[config.mk]
export PLATFORM = sky130hd
export DESIGN_NAME = mem_rr_arbiter_flat
export DESIGN_NICKNAME = d
export VERILOG_FILES = /design/src/rtl/mem_rr_arbiter_pkg.sv /design/src/rtl/mem_rr_arbiter_if.sv /design/src/rtl/mem_rr_arbiter.sv /design/src/flat_wrapper.sv
export SDC_FILE = /design/constraint.sdc
export NUM_CORES = 1
export LEC_CHECK = 0
export CORE_MARGIN = 10
export CORE_UTILIZATION = 29
export CTS_CLUSTER_DIAMETER = 80
export CTS_CLUSTER_SIZE = 8
export DETAILED_ROUTE_END_ITERATION = 10
export GPL_ROUTABILITY_DRIVEN = 0
export SLEW_MARGIN = 20
export SYNTH_ARGS = -nofsm -noshare
export SYNTH_HDL_FRONTEND = slang
export SYNTH_SLANG_ARGS = --single-unit
[constraint.sdc]
create_clock -name clock -period 5.65 [get_ports clock]
set_input_delay 1.4125 -clock clock [delete_from_list [all_inputs] [get_ports clock]]
set_output_delay 1.4125 -clock clock [all_outputs]
set_load 0.1 [all_outputs]
[src/rtl/mem_rr_arbiter_pkg.sv]
// Shared memory-bus request/response types for the SoC memory path.
// The arbiter, its interface and every requester use these, so they live
// in one package rather than being redeclared per file.
package mem_rr_arbiter_pkg;

    // Request from a master towards the address decoder.
    typedef struct packed {
        logic        mem_valid;
        logic        mem_instr;
        logic [31:0] mem_addr;
        logic [31:0] mem_wdata;
        logic [3:0]  mem_wstrb;
    } mem_in_type;

    // Response from the decoder back to a master.
    typedef struct packed {
        logic        mem_ready;
        logic        mem_error;
        logic [31:0] mem_rdata;
    } mem_out_type;

    localparam mem_in_type  init_mem_in  = '0;
    localparam mem_out_type init_mem_out = '0;

endpackage

[src/rtl/mem_rr_arbiter_if.sv]
// One memory bus channel: a request travelling towards the memory map and
// the matching response travelling back. The requester holds the master
// modport, the side that answers holds the slave modport.
interface mem_rr_arbiter_if;
    import mem_rr_arbiter_pkg::*;

    mem_in_type  mem_in;
    mem_out_type mem_out;

    modport master (output mem_in, input mem_out);
    modport slave  (input mem_in, output mem_out);
endinterface

[src/rtl/mem_rr_arbiter.sv]
// Three-port round-robin arbiter for the shared SoC memory bus.
// Port 0 = instruction fetch, port 1 = data, port 2 = DMA/debug.
// Each port owns a single pending slot; one transaction is in flight
// downstream at a time and its response is routed back to the owner only.
// Optional feature: define MEM_ARBITER_TIMEOUT_EN to enable a WAIT watchdog
// that answers a silent slave with a bus error after TIMEOUT cycles.
module mem_rr_arbiter
    import mem_rr_arbiter_pkg::*;
#(
    parameter int TIMEOUT = 255
) (
    input  logic              clock,
    input  logic              reset,
    mem_rr_arbiter_if.slave   port0,
    mem_rr_arbiter_if.slave   port1,
    mem_rr_arbiter_if.slave   port2,
    mem_rr_arbiter_if.master  mem,
    output logic [2:0]        grant,
    output logic              busy,
    output logic [2:0]        overrun
);

    typedef enum logic [1:0] {
        ST_IDLE  = 2'd0,
        ST_ISSUE = 2'd1,
        ST_WAIT  = 2'd2
    } state_t;

    // A watchdog limit outside 1..65535 is a build error, not a silent wrap.
    if (TIMEOUT < 1 || TIMEOUT > 65535) begin : g_bad_timeout
        $error("mem_rr_arbiter: TIMEOUT must be within 1..65535");
    end

    state_t      state_reg;
    logic [1:0]  rr_ptr_reg;
    logic [1:0]  owner_reg;
    logic [2:0]  grant_reg;
    logic        busy_reg;
    logic [2:0]  pending_reg;
    logic [2:0]  occupied_reg;
    logic [2:0]  overrun_reg;
    mem_in_type  mem_in_reg;
    mem_in_type  slot_reg [3];

    logic [2:0]  pending_next;
    logic [2:0]  occupied_next;

    mem_in_type  port_req [3];
    mem_out_type port_rsp [3];
    logic [2:0]  req_pulse;
    logic [2:0]  done_port;
    logic [2:0]  accept;
    logic [2:0]  drop;

    logic        pick_valid;
    logic [1:0]  pick_idx;
    logic [2:0]  pick_onehot;

    logic        wdog_fire;
    logic        resp_done;
    mem_out_type resp_word;

    // Flatten the three named ports so the per-port logic can be generated.
    assign port_req[0] = port0.mem_in;
    assign port_req[1] = port1.mem_in;
    assign port_req[2] = port2.mem_in;
    assign port0.mem_out = port_rsp[0];
    assign port1.mem_out = port_rsp[1];
    assign port2.mem_out = port_rsp[2];

`ifdef MEM_ARBITER_TIMEOUT_EN
    localparam int WDOG_W = $clog2(TIMEOUT + 1);

    logic [WDOG_W-1:0] wdog_reg;

    // Watchdog: cleared on issue, counts every WAIT cycle without a response.
    always_ff @(posedge clock or posedge reset) begin
        if (reset) begin
            wdog_reg <= '0;
        end else if (state_reg == ST_ISSUE) begin
            wdog_reg <= '0;
        end else if (state_reg == ST_WAIT && !mem.mem_out.mem_ready) begin
            wdog_reg <= wdog_reg + 1'b1;
        end
    end

    // A real response in the expiry cycle takes priority over the error.
    assign wdog_fire = (state_reg == ST_WAIT) && !mem.mem_out.mem_ready &&
                       (wdog_reg == WDOG_W'(TIMEOUT));
`else
    assign wdog_fire = 1'b0;
`endif

    // Completion of the in-flight transaction; slave responses outside WAIT are stale.
    assign resp_done = (state_reg == ST_WAIT) && (mem.mem_out.mem_ready || wdog_fire);
    assign resp_word = mem.mem_out.mem_ready ? mem.mem_out
                                             : mem_out_type'({1'b1, 1'b1, 32'h0});

    generate
        for (genvar gi = 0; gi < 3; gi++) begin : g_port
            assign req_pulse[gi] = port_req[gi].mem_valid;
            // The owner's slot frees in its response cycle, so a master may
            // chain its next request on the same cycle it sees mem_ready.
            assign done_port[gi] = resp_done && grant_reg[gi];
            assign accept[gi]    = req_pulse[gi] && (!occupied_reg[gi] || done_port[gi]);
            assign drop[gi]      = req_pulse[gi] && occupied_reg[gi] && !done_port[gi];
            assign port_rsp[gi]  = done_port[gi] ? resp_word : init_mem_out;
        end
    endgenerate

    // Round-robin pick: first pending port at or after rr_ptr, modulo 3.
    always_comb begin
        pick_valid = 1'b0;
        pick_idx   = 2'd0;
        for (int k = 2; k >= 0; k--) begin
            int cand;
            cand = int'(rr_ptr_reg) + k;
            if (cand >= 3) begin
                cand = cand - 3;
            end
            if (pending_reg[cand]) begin
                pick_valid = 1'b1;
                pick_idx   = 2'(cand);
            end
        end
    end

    assign pick_onehot = 3'b001 << pick_idx;

    // Slot bookkeeping: grant clears pending, response clears occupied.
    always_comb begin
        pending_next  = pending_reg | accept;
        occupied_next = (occupied_reg & ~done_port) | accept;
        if (state_reg == ST_IDLE && pick_valid) begin
            pending_next = (pending_reg & ~pick_onehot) | accept;
        end
    end

    // Request payload capture; only meaningful while the pending bit is set.
    always_ff @(posedge clock) begin
        for (int p = 0; p < 3; p++) begin
            if (accept[p]) begin
                slot_reg[p] <= port_req[p];
            end
        end
    end

    // Arbitration FSM with registered downstream request and status outputs.
    always_ff @(posedge clock or posedge reset) begin
        if (reset) begin
            state_reg    <= ST_IDLE;
            rr_ptr_reg   <= 2'd0;
            owner_reg    <= 2'd0;
            grant_reg    <= 3'b000;
            busy_reg     <= 1'b0;
            pending_reg  <= 3'b000;
            occupied_reg <= 3'b000;
            overrun_reg  <= 3'b000;
            mem_in_reg   <= init_mem_in;
        end else begin
            pending_reg  <= pending_next;
            occupied_reg <= occupied_next;
            overrun_reg  <= overrun_reg | drop;
            case (state_reg)
                ST_IDLE: begin
                    if (pick_valid) begin
                        mem_in_reg           <= slot_reg[pick_idx];
                        mem_in_reg.mem_valid <= 1'b1;
                        grant_reg            <= pick_onehot;
                        owner_reg            <= pick_idx;
                        busy_reg             <= 1'b1;
                        state_reg            <= ST_ISSUE;
                    end
                end
                ST_ISSUE: begin
                    mem_in_reg <= init_mem_in;
                    state_reg  <= ST_WAIT;
                end
                ST_WAIT: begin
                    if (resp_done) begin
                        rr_ptr_reg <= (owner_reg == 2'd2) ? 2'd0 : owner_reg + 2'd1;
                        grant_reg  <= 3'b000;
                        busy_reg   <= 1'b0;
                        state_reg  <= ST_IDLE;
                    end
                end
                default: begin
                    mem_in_reg <= init_mem_in;
                    grant_reg  <= 3'b000;
                    busy_reg   <= 1'b0;
                    state_reg  <= ST_IDLE;
                end
            endcase
        end
    end

    assign mem.mem_in = mem_in_reg;
    assign grant      = grant_reg;
    assign busy       = busy_reg;
    assign overrun    = overrun_reg;

endmodule

[src/flat_wrapper.sv]
// flat-port wrapper written by rule: the top's interface ports become plain ports
module mem_rr_arbiter_flat import mem_rr_arbiter_pkg::*;
#(
    parameter int TIMEOUT = 255
)
  (clock, reset, grant, busy, overrun, port0_mem_in, port0_mem_out, port1_mem_in, port1_mem_out, port2_mem_in, port2_mem_out, mem_mem_in, mem_mem_out);
  mem_rr_arbiter_if port0_i ();
  mem_rr_arbiter_if port1_i ();
  mem_rr_arbiter_if port2_i ();
  mem_rr_arbiter_if mem_i ();
  input  logic clock;
  input  logic reset;
  output logic [2:0] grant;
  output logic busy;
  output logic [2:0] overrun;
  input wire logic [$bits(port0_i.mem_in)-1:0] port0_mem_in;
  output wire logic [$bits(port0_i.mem_out)-1:0] port0_mem_out;
  input wire logic [$bits(port1_i.mem_in)-1:0] port1_mem_in;
  output wire logic [$bits(port1_i.mem_out)-1:0] port1_mem_out;
  input wire logic [$bits(port2_i.mem_in)-1:0] port2_mem_in;
  output wire logic [$bits(port2_i.mem_out)-1:0] port2_mem_out;
  output wire logic [$bits(mem_i.mem_in)-1:0] mem_mem_in;
  input wire logic [$bits(mem_i.mem_out)-1:0] mem_mem_out;
  assign port0_i.mem_in = port0_mem_in;
  assign port0_mem_out = port0_i.mem_out;
  assign port1_i.mem_in = port1_mem_in;
  assign port1_mem_out = port1_i.mem_out;
  assign port2_i.mem_in = port2_mem_in;
  assign port2_mem_out = port2_i.mem_out;
  assign mem_mem_in = mem_i.mem_in;
  assign mem_i.mem_out = mem_mem_out;
  mem_rr_arbiter #(.TIMEOUT(TIMEOUT)) u_core (.clock(clock), .reset(reset), .port0(port0_i), .port1(port1_i), .port2(port2_i), .mem(mem_i), .grant(grant), .busy(busy), .overrun(overrun));
endmodule
* Word-level counts from Yosys, hierarchy flattened *
Memory sizes are Yosys's and may differ from the RTL's.
Cells that the tools add are included.

word-level totals
  output and inout port bits = 179
  bits in writable memories = 210
  input bits = 246
  word-level logic and storage cells = 112
  bits in registers = 89
  memories = 1

cells by class
  $add $sub $neg = 6
  magnitude comparators = 6
  shift-type cells = 1
  bitwise operators = 10
  mux-type cells = 41
  equality and inequality tests = 5
  reductions and logical operators = 29

memory list
  name             depth  width  rd ports  clocked after Yosys merged registers in  wr ports  line                  source
  u_core.slot_reg  3      70     1         0                                        3         mem_rr_arbiter.sv:43  mem_in_type slot_reg [3];

operators by type and width
  kind                   count
  $pmux 70 s2            1
  $mux 34                3
  $lt 32x4->1 const B    3
  $mux 32                3
  $mux 70                1
  $ge 32x3->1 const B    2
  $sub 32x3->32 const B  2
  $mux 33                1
  $mux 1                 17
  $logic_and 1x1->1      14
  $mux 2                 6
  $or 3x3->3             4
  $mux 3                 3
  $pmux 3 s3             1
  $reduce_and 2->1       4
  $and 3x3->3            2
  $bmux 1 s2             3
  $logic_not 1->1        6
  $not 3->3              2
  $pmux 2 s3             1
  $eq 2x2->1 const B     2
  $ne 2x1->1 const B     2
  $add 2x1->3 const B    1
  $add 2x2->3 const B    1
  10 further kinds       13

* Depth between registers and ports, before layout *
Gate-level depths: netlist of run 1.

  depth in word-level cells = 14
  depth in mapped cells = 11
  gate-level depth less buffers = 7

* Worst setup path after synthesis of run 1 *
OpenSTA, ideal clock, no wires.

  path kind = input -> output
  start = in mem_mem_out[33]
  end = out port0_mem_out[0]
  arrival = 3029 ps
  setup slack = 1208 ps
  path buffers = 3
  data required time = 4238 ps
  stages on the path = 5
  cell sequence = and3b_1 -> clkbuf_1 -> clkbuf_1 -> clkbuf_1 -> and3_1

between the ends
  word-level cells in the longest chain between the ends = 3
  elaborated cells between the ends (all ways) = 4
  those cells by class = mux: 2; reduce/logical: 2

ends and longest elaborated chain
  item               line                   source
  start, declared    flat_wrapper.sv:23     input wire logic [$bits(mem_i.mem_out)-1:0] mem_mem_out;
  $logic_and 1x1->1  mem_rr_arbiter.sv:95   assign resp_done = (state_reg == ST_WAIT) && (mem.mem_out.mem_ready || wdog_fire);
  $logic_and 1x1->1  mem_rr_arbiter.sv:104  assign done_port[gi] = resp_done && grant_reg[gi];
  $mux 34 *          mem_rr_arbiter.sv:107  assign port_rsp[gi] = done_port[gi] ? resp_word : init_mem_out;
  end, declared      flat_wrapper.sv:17     output wire logic [$bits(port0_i.mem_out)-1:0] port0_mem_out;

Mark *: on every way between the ends. The rest lies on a longest branch, timed or not.

* Worst setup path after layout of run 1 *
  start = in mem_mem_out[33]
  end = out port0_mem_out[33]

between the ends
  word-level cells in the longest chain between the ends = 3

ends and longest elaborated chain
  item               line
  $logic_and 1x1->1  mem_rr_arbiter.sv:95
  $logic_and 1x1->1  mem_rr_arbiter.sv:104
  $mux 34            mem_rr_arbiter.sv:107

No other way between the ends.

==> flow_metrics.tcl, run 1 <==
set metrics [dict create \
    status "completed" \
    vias 8427 \
    synth_area_per_cell_sq_um 15.66 \
    syn_inst 742 \
    end_kind "output pin" \
    gr-total-overflow 0 \
    largest_reg_flops 207 \
    crit_type "input port to output pin" \
    worst-slew-pin-transition_ns 1.078 \
    synth_edf_count 207 \
    drive_gt1_frac 0.1586 \
    fin_crit_sh 0.8221 \
    synth_common_cells "207 x edfxtp_1, 100 x and3_1, 89 x dfrtp_1" \
    drtPass1Iterations 5 \
    fillers 3597 \
    worst-path-buf-inv 4 \
    syn2layout_area_growth_pct 49.92 \
    crit_path_cell_trace "clkdlybuf4s50_1, and3b_2, buf_12, nand2_1, inv_1, buf_4" \
    ant_nets 0 \
    clockBufferDepth 3 \
    cts.sinks 296 \
    synth_top_cell_area_share 0.5351 \
    fin_skew_ns 0.008802 \
    nets 1409 \
    critPathMaxStageDelay_ns 0.50 \
    power_density_mw_per_mm2 575.5 \
    ys_top_cells_by_area "edfxtp_1 54%, dfrtp_1 19%, and3_1 5.4%" \
    drt_wl_total_um 40700 \
    antenna_found_initial 4 \
    max-slew-margin-rel 0.2791 \
    fin_crit_ns 4.645 \
    grt_usage 0.1595 \
    clk_latency_ns 0.53 \
    vdd_drop_max_mv 0.4778 \
    yosysSeqAreaShare 0.7268 \
    yosysUniqueCellTypes 49 \
    synthArstFlopShare 0.3007 \
    grt_pass1_vias 9066 \
    maxSlewViolCount 0 \
    routed_via_density 4.902 \
    syn_nets 991 \
    drc 0 \
    ios 425 \
    maxCapViolCount 0 \
    cts_tree "built" \
    hold_viol_final 0 \
    fin_area_sq_mm 0.01742 \
    grt_max_degree 75 \
    slowest_stage "clkdlybuf4s50_1" \
    start_util 0.2931 \
    placementRows 73 \
    hold_buffers 0 \
    path_max_fanout 74 \
    ys.warnings.count 0 \
    post-cts-setup-buffers 0 \
    ys_ff_latch 296 \
    cts.clk_slew.worst_paths_ns 0.05 \
    cts_buffers 43 \
    ys.flop_type "edfxtp_1" \
    start_kind "input port" \
    die_area_sq_mm 0.04847 \
    cp.arrival_ns 3.23 \
    die_h_um 220.2 \
    avgRoutedWirePerCell_um 23.67 \
    grt_first_pass_wirelength_um 58570 \
    dpl-instance-area_sq_mm 0.01615 \
    finalSetupViolations 0 \
    drt_first_iter_violations 455 \
    cts-resized-gates 0 \
    synth_top_cell_by_area "edfxtp_1" \
    rsz0062_at_grt "false" \
    dieWidth_um 220.2 \
    min_path_type "flip-flop to flip-flop" \
    coreArea_sq_mm 0.03964 \
    setup-tns-final_ns 0 \
    leakage_nw 6.778 \
    max_freq_ghz 0.2153 \
    syn_area_sq_mm 0.01162 \
    portBuffers 424 \
    critPathTopFamily "buffers and inverters" \
    yosys.cell_count.top_type "edfxtp_1" \
    post-dp-hpwl_um 27350 \
    clock-root-buffer "clkbuf_16" \
    cp.required_ns 4.24 \
    htreeDepth 2 \
]
==> metrics by stage <==
stage | instances | util | hold slack [ns] | power (mW) | setup WS [ns]
final | 1719 | 0.4394 | 0.4671 | 10.02 | 1.005
after global routing | 1719 | 0.4394 | 0.4941 | 10.50 | 0.8475
after CTS | 1717 | 0.4392 | 0.4714 | 10.15 | 1.030
after detailed placement | 1640 | 0.4075 | 0.4623 | 7.718 | 1.036
after global placement | 1640 | 0.4075 | 0.4578 | 7.667 | 1.090
after floorplan | 742 | - | 0.4554 | 6.328 | 1.208
==> final timing paths <==
path | start | end | slack, ns | cells past startpoint
setup / recovery | mem_mem_out[33] | port0_mem_out[33] | 1.00 | 6
hold / removal | u_core.overrun[0] | u_core.overrun[0] | 0.47 | 1
setup reg to reg | u_core.rr_ptr_reg[1] | u_core.mem.mem_in[9] | 2.14 | 9
hold reg to reg | u_core.overrun[0] | u_core.overrun[0] | 0.47 | 1
max in group asynchronous | reset | u_core.mem.mem_in[8] | 3.20 | 3
min in group asynchronous | reset | u_core.mem.mem_in[54] | 1.44 | 2
==> where the power goes <==
part | switching (mW) | internal (mW)
clock | 0.915 | 1.48
combinational | 3.40 | 1.28
sequential | 0.236 | 2.71
total | 4.55 | 5.47
==> layout make-up <==
cell class              count  area (sq um)  share of cell area
flip-flops and latches    296          8443              0.4848
repair buffers            437          4136              0.2375
clock inverters             1         7.507           0.0004310
clock buffers              76          1252             0.07191
multi-input cells         372          2875              0.1651
well taps                 525         656.9             0.03772
inverters                  10         40.04            0.002299
diodes                      2         5.005           0.0002874
==> cell usage in the layout, fill, tap and decap left out, types with 3 or more instances in the layout <==
cell             count
a21boi_0            47
a21oi_1              8
a221o_1             22
a221oi_1            47
a22o_1              16
a31o_2               4
and2_4               3
and3_1             100
buf_12               4
buf_4              111
clkbuf_1            30
clkbuf_16           45
clkdlybuf4s50_1    322
dfrtp_1             89
edfxtp_1           207
ha_1                 3
inv_1                9
nand2_1             15
nand2b_1             5
nor2_1               4
o2111ai_1            7
o21ai_0              9
o2bb2ai_1           47
==> logic make-up after synthesis <==
kind of cell,after synthesis,synth area share
AOI/OAI and AO/OA,224,0.1640
adders and majority gates,3,0.003231
buffers and inverters,74,0.03005
DFF,296,0.7268
muxes,4,0.003662
and+or+nand+nor,141,0.07227
==> per-layer routing <==
layer	part of all wire	track usage	up-vias
met5	0.0013	0	-
met4	0.025	0.05045	6
met3	0.088	0.04943	60
met2	0.49	0.2821	372
met1	0.39	0.1806	4162
li1	-	-	3827
Note: power is estimated with default switching activity, not from simulation.
==> run 2: changes to the inputs <==
Clock period 5.65 ns to 4.6 ns, I/O delays scaled along.
==> run 2 against run 1 <==
Net effect:
- routed wire length rose by 3.4%
- worst setup slack worse by 0.28 ns
- sequential cell count stayed put
- largest power group unchanged
- sequential power rose by 21%
- critical path depth decreased by 1
- register-to-register slack got worse by 0.78 ns
- total power up 24%
- critical endpoint is now port1_mem_out[2]
- global-route usage is 0.49 points higher
- hold slack gained 0.0054 ns
==> flow_metrics.tcl, run 2 (same netlist as run 1, synthesis figures left out) <==
set metrics [dict create \
    status "completed" \
    nets 1412 \
    critPathMaxStageDelay_ns 0.51 \
    ant_nets 0 \
    end_kind "output pin" \
    clockBufferDepth 3 \
    fin_crit_sh 0.8415 \
    worst_slack_ns 0.7291 \
    cts.sinks 296 \
    ios 425 \
    post-cts-setup-buffers 0 \
    grt_pass1_vias 9116 \
    cp.arrival_ns 2.72 \
    cts-resized-gates 0 \
    max-slew-margin-rel 0.2654 \
    drive_gt1_frac 0.1596 \
    setup-tns-final_ns 0 \
    leakage_nw 7.077 \
    critPathMostFrequentCell "buf_12" \
    drt_wl_total_um 42080 \
    die_area_sq_mm 0.04847 \
    fin_crit_ns 3.871 \
    clock-root-buffer "clkbuf_16" \
    cts_buffers 42 \
    cp.required_ns 3.45 \
    hold_viol_final 0 \
    htreeDepth 2 \
    die_h_um 220.2 \
    grt_first_pass_wirelength_um 60290 \
    drt_first_iter_violations 554 \
    worst-slew-pin-transition_ns 1.102 \
    fillers 3461 \
    largest_reg_flops 207 \
    max_freq_ghz 0.2583 \
    min_path_type "flip-flop to flip-flop" \
    crit_type "input port to output pin" \
    placementRows 73 \
    hold_buffers 0 \
    cts_tree "built" \
    gr-total-overflow 0 \
    rsz0062_at_grt "false" \
    slowest_stage "clkdlybuf4s50_1" \
    coreArea_sq_mm 0.03964 \
    clk_latency_ns 0.53 \
    start_kind "input port" \
    cts.clk_slew.worst_paths_ns 0.06 \
    multiInputGateArea_sq_mm 0.002875 \
    maxSlewViolCount 0 \
    maxCapViolCount 0 \
    portBuffers 424 \
    vdd_drop_max_mv 0.6409 \
    drtPass1Iterations 4 \
    dpl_worst_slack_ns 0.7481 \
    power_density_mw_per_mm2 664.5 \
    register_area_sq_mm 0.008443 \
    layout_commonest_cell "clkdlybuf4s50_1" \
    fin_skew_ns 0.01789 \
    finalSetupViolations 0 \
    routed_via_density 4.948 \
    avgRoutedWirePerCell_um 24.42 \
    antenna_found_initial 8 \
    grt_max_degree 103 \
    final_cell_mix "322 x clkdlybuf4s50_1, 207 x edfxtp_1, 107 x buf_12" \
    drc 0 \
    post-dp-hpwl_um 28260 \
    path_max_fanout 102 \
    grt_usage 0.1645 \
    start_util 0.2931 \
    vias 8525 \
    crit_path_cell_trace "clkdlybuf4s50_1, and3b_2, buf_12, and3_1, buf_12" \
    syn2layout_area_growth_pct 61.16 \
    dieWidth_um 220.2 \
]
run 2: power by group:
group          total (mW)  internal [mW]  switching, mW
clock                2.91           1.81           1.10
combinational        5.97           1.70           4.27
sequential           3.56           3.32          0.235
run 2: layout make-up:
cell class,instances,area share
Timing Repair Buffer,441,0.2914
Multi-Input combinational cell,372,0.1536
Antenna cell,1,0.0001337
Inverter,10,0.002138
Clock buffer,78,0.06676
Sequential cell,296,0.4509
Tap cell,525,0.03508
run 2: path summary, 6_finish.rpt:
path                                        startpoint                    end  slack [ns]  cells after the start
worst min-delay path            u_core.slot_reg[1][53]  u_core.mem.mem_in[53]        0.47                      1
worst max register to register    u_core.rr_ptr_reg[1]  u_core.mem.mem_in[31]        1.36                      8
worst min register to register  u_core.slot_reg[1][53]  u_core.mem.mem_in[53]        0.47                      1
min in group asynchronous                        reset  u_core.mem.mem_in[50]        1.12                      3
worst max-delay path                   mem_mem_out[33]       port1_mem_out[2]        0.73                      5
max in group asynchronous                        reset  u_core.mem.mem_in[43]        3.01                      3
run 2: critical path, delay by kind of cell:
kind / cells / cell delay, ns
and+or+nand+nor: 2 / 0.52
buffers and inverters: 3 / 1.01
run 2: metrics by stage:
stage                     power, mW  hold slack [ns]  instances  area (sq um)  utilization
after floorplan               7.772           0.4554        742         11620            -
after CTS                     12.62           0.4744       1722         18720       0.4723
after global placement        9.560           0.4563       1644         17470       0.4407
after global routing          13.01           0.4890       1723         18720       0.4723
after detailed placement      9.651           0.4655       1644         17470       0.4407
final                         12.44           0.4725       1723         18720       0.4723
run 2: routing by layer:
layer / wire length (um) / vias up / GRT usage
met1: 16680 / 4226 / 0.1926
met2: 20580 / 382 / 0.2831
li1: - / 3832 / -
met3: 3932 / 71 / 0.05735
met5: 119 / - / 0
met4: 767 / 14 / 0.04154
==> run 3: changes to the inputs <==
Clock period 4.6 ns to 3.8 ns, I/O delays scaled along.
==> run 3 against run 2 <==
Net effect:
- clock skew down 0.0014 ns
- non-clock buffer count up 2
- total power up 21%
- sequential power up 24%
- hold slack worse by 0.0043 ns
- die area unchanged
- worst setup slack worse by 0.40 ns
- global-route usage up 0.19 points
- critical path type unchanged
- largest cell class unchanged
- largest power group unchanged
- highest routed layer unchanged
==> flow_metrics.tcl, run 3 (same netlist as run 1, synthesis figures left out) <==
set metrics [dict create \
    routed_via_density 4.938 \
    cts_buffers 43 \
    nets 1415 \
    status "completed" \
    worst-path-buf-inv 3 \
    layout_commonest_cell "clkdlybuf4s50_1" \
    drtPass1Iterations 4 \
    critPathMaxStageDelay_ns 0.49 \
    hold_buffers 0 \
    critPathTopFamily "buffers and inverters" \
    final_cell_mix "298 x clkdlybuf4s50_1, 207 x edfxtp_1, 111 x buf_12" \
    start_util 0.2931 \
    min_path_type "flip-flop to flip-flop" \
    slowest_stage "clkdlybuf4s50_1" \
    worst_slack_ns 0.3281 \
    timing.hold.ws_ns 0.4682 \
    die_area_sq_mm 0.04847 \
    coreArea_sq_mm 0.03964 \
    ios 425 \
    cts.sinks 296 \
    antenna_found_initial 10 \
    drive_gt1_frac 0.1818 \
    path_max_fanout 43 \
    fin_crit_ns 3.472 \
    drt_wl_total_um 42210 \
    vdd_drop_max_mv 0.7876 \
    maxSlewViolCount 0 \
    clk_latency_ns 0.53 \
    cts_tree "built" \
    htreeDepth 2 \
    dieWidth_um 220.2 \
    syn2layout_area_growth_pct 61.01 \
    clockBufferDepth 3 \
    post-dp-hpwl_um 29170 \
    ant_nets 0 \
    fin_crit_sh 0.9137 \
    gr-total-overflow 0 \
    drt_first_iter_violations 465 \
    die_h_um 220.2 \
    fillers 3504 \
    post-cts-setup-buffers 0 \
    hold_viol_final 0 \
    fin_skew_ns 0.01652 \
    max-slew-margin-rel 0.3016 \
    crit_path_cell_trace "clkdlybuf4s50_1, and3b_2, buf_12, and3_1, buf_12" \
    dpl_worst_slack_ns 0.3336 \
    avgRoutedWirePerCell_um 24.41 \
    leakage_nw 7.116 \
    critPathMostFrequentCell "buf_12" \
    maxCapViolCount 0 \
    power_density_mw_per_mm2 804.2 \
    placementRows 73 \
    grt_max_degree 71 \
    rsz0062_at_grt "false" \
    worst-slew-pin-transition_ns 1.048 \
    grt_pass1_vias 9302 \
    cp.required_ns 2.85 \
    cts.clk_slew.worst_paths_ns 0.05 \
    finalSetupViolations 0 \
    grt_first_pass_wirelength_um 61050 \
    crit_type "input port to output pin" \
    portBuffers 424 \
    cp.arrival_ns 2.52 \
    start_kind "input port" \
    cts-resized-gates 0 \
    grt_usage 0.1664 \
    clock-root-buffer "clkbuf_16" \
    setup-tns-final_ns 0 \
    drc 0 \
    largest_reg_flops 207 \
    vias 8537 \
    end_kind "output pin" \
    max_freq_ghz 0.2880 \
]
## run 3: cell types whose count changed in the layout (fill, tap and decap cells not counted)
cell | before | now
buf_4 | 12 | 34
inv_6 | 0 | 1
clkinv_2 | 0 | 1
clkbuf_1 | 33 | 32
buf_12 | 107 | 111
clkinvlp_4 | 0 | 1
clkdlybuf4s50_1 | 322 | 298
clkbuf_16 | 45 | 43
diode_2 | 1 | 5
## run 3: final timing paths
kind | startpoint | end | slack (ns) | depth (start not counted)
setup / recovery | mem_mem_out[33] | port2_mem_out[5] | 0.33 | 5
hold / removal | u_core.overrun[0] | u_core.overrun[0] | 0.47 | 1
hold reg to reg | u_core.overrun[0] | u_core.overrun[0] | 0.47 | 1
setup reg to reg | u_core.rr_ptr_reg[0] | u_core.mem.mem_in[9] | 0.79 | 8
min in group asynchronous | reset | u_core.mem.mem_in[50] | 0.89 | 2
max in group asynchronous | reset | u_core.mem.mem_in[39] | 2.15 | 3
## run 3: worst reg2reg max path: cells and delay by family (launching register included)
kind,cells,cell delay [ns]
mux,1,0.19
flops,1,0.40
buf+inv,2,0.66
compound gates,3,0.75
simple gates,1,0.55
fa+ha+maj,1,0.39
## run 3: final cells by class
type / count / area (sq um) / area share
sequential: 296 / 8443 / 0.4514
timing repair buffer: 443 / 5460 / 0.2919
multi-input combinational: 372 / 2875 / 0.1537
clock buffer: 75 / 1196 / 0.06395
tap: 525 / 656.9 / 0.03512
inverter: 10 / 40.04 / 0.002140
clock inverter: 3 / 21.27 / 0.001137
antenna: 5 / 12.51 / 0.0006689
## run 3: report_power, final
part           switching (mW)  internal (mW)
logic                    5.08           2.11
registers               0.383           4.02
clock network            1.34           2.11
## run 3: metrics by stage
stage / power, mW / util / cells / area, sq um
after detailed placement: 11.76 / 0.4409 / 1646 / 17480
after global routing: 15.75 / 0.4718 / 1727 / 18700
final: 15.04 / 0.4719 / 1729 / 18710
after global placement: 11.62 / 0.4409 / 1646 / 17480
after CTS: 15.26 / 0.4716 / 1724 / 18690
after floorplan: 9.408 / - / 742 / 11620
## run 3: per-layer routing
metal / share of wire / track usage / vias up
met5: 0.0023 / 0 / -
met4: 0.019 / 0.04793 / 14
met3: 0.079 / 0.05135 / 67
met2: 0.50 / 0.2909 / 355
met1: 0.40 / 0.1931 / 4255
li1: - / - / 3846
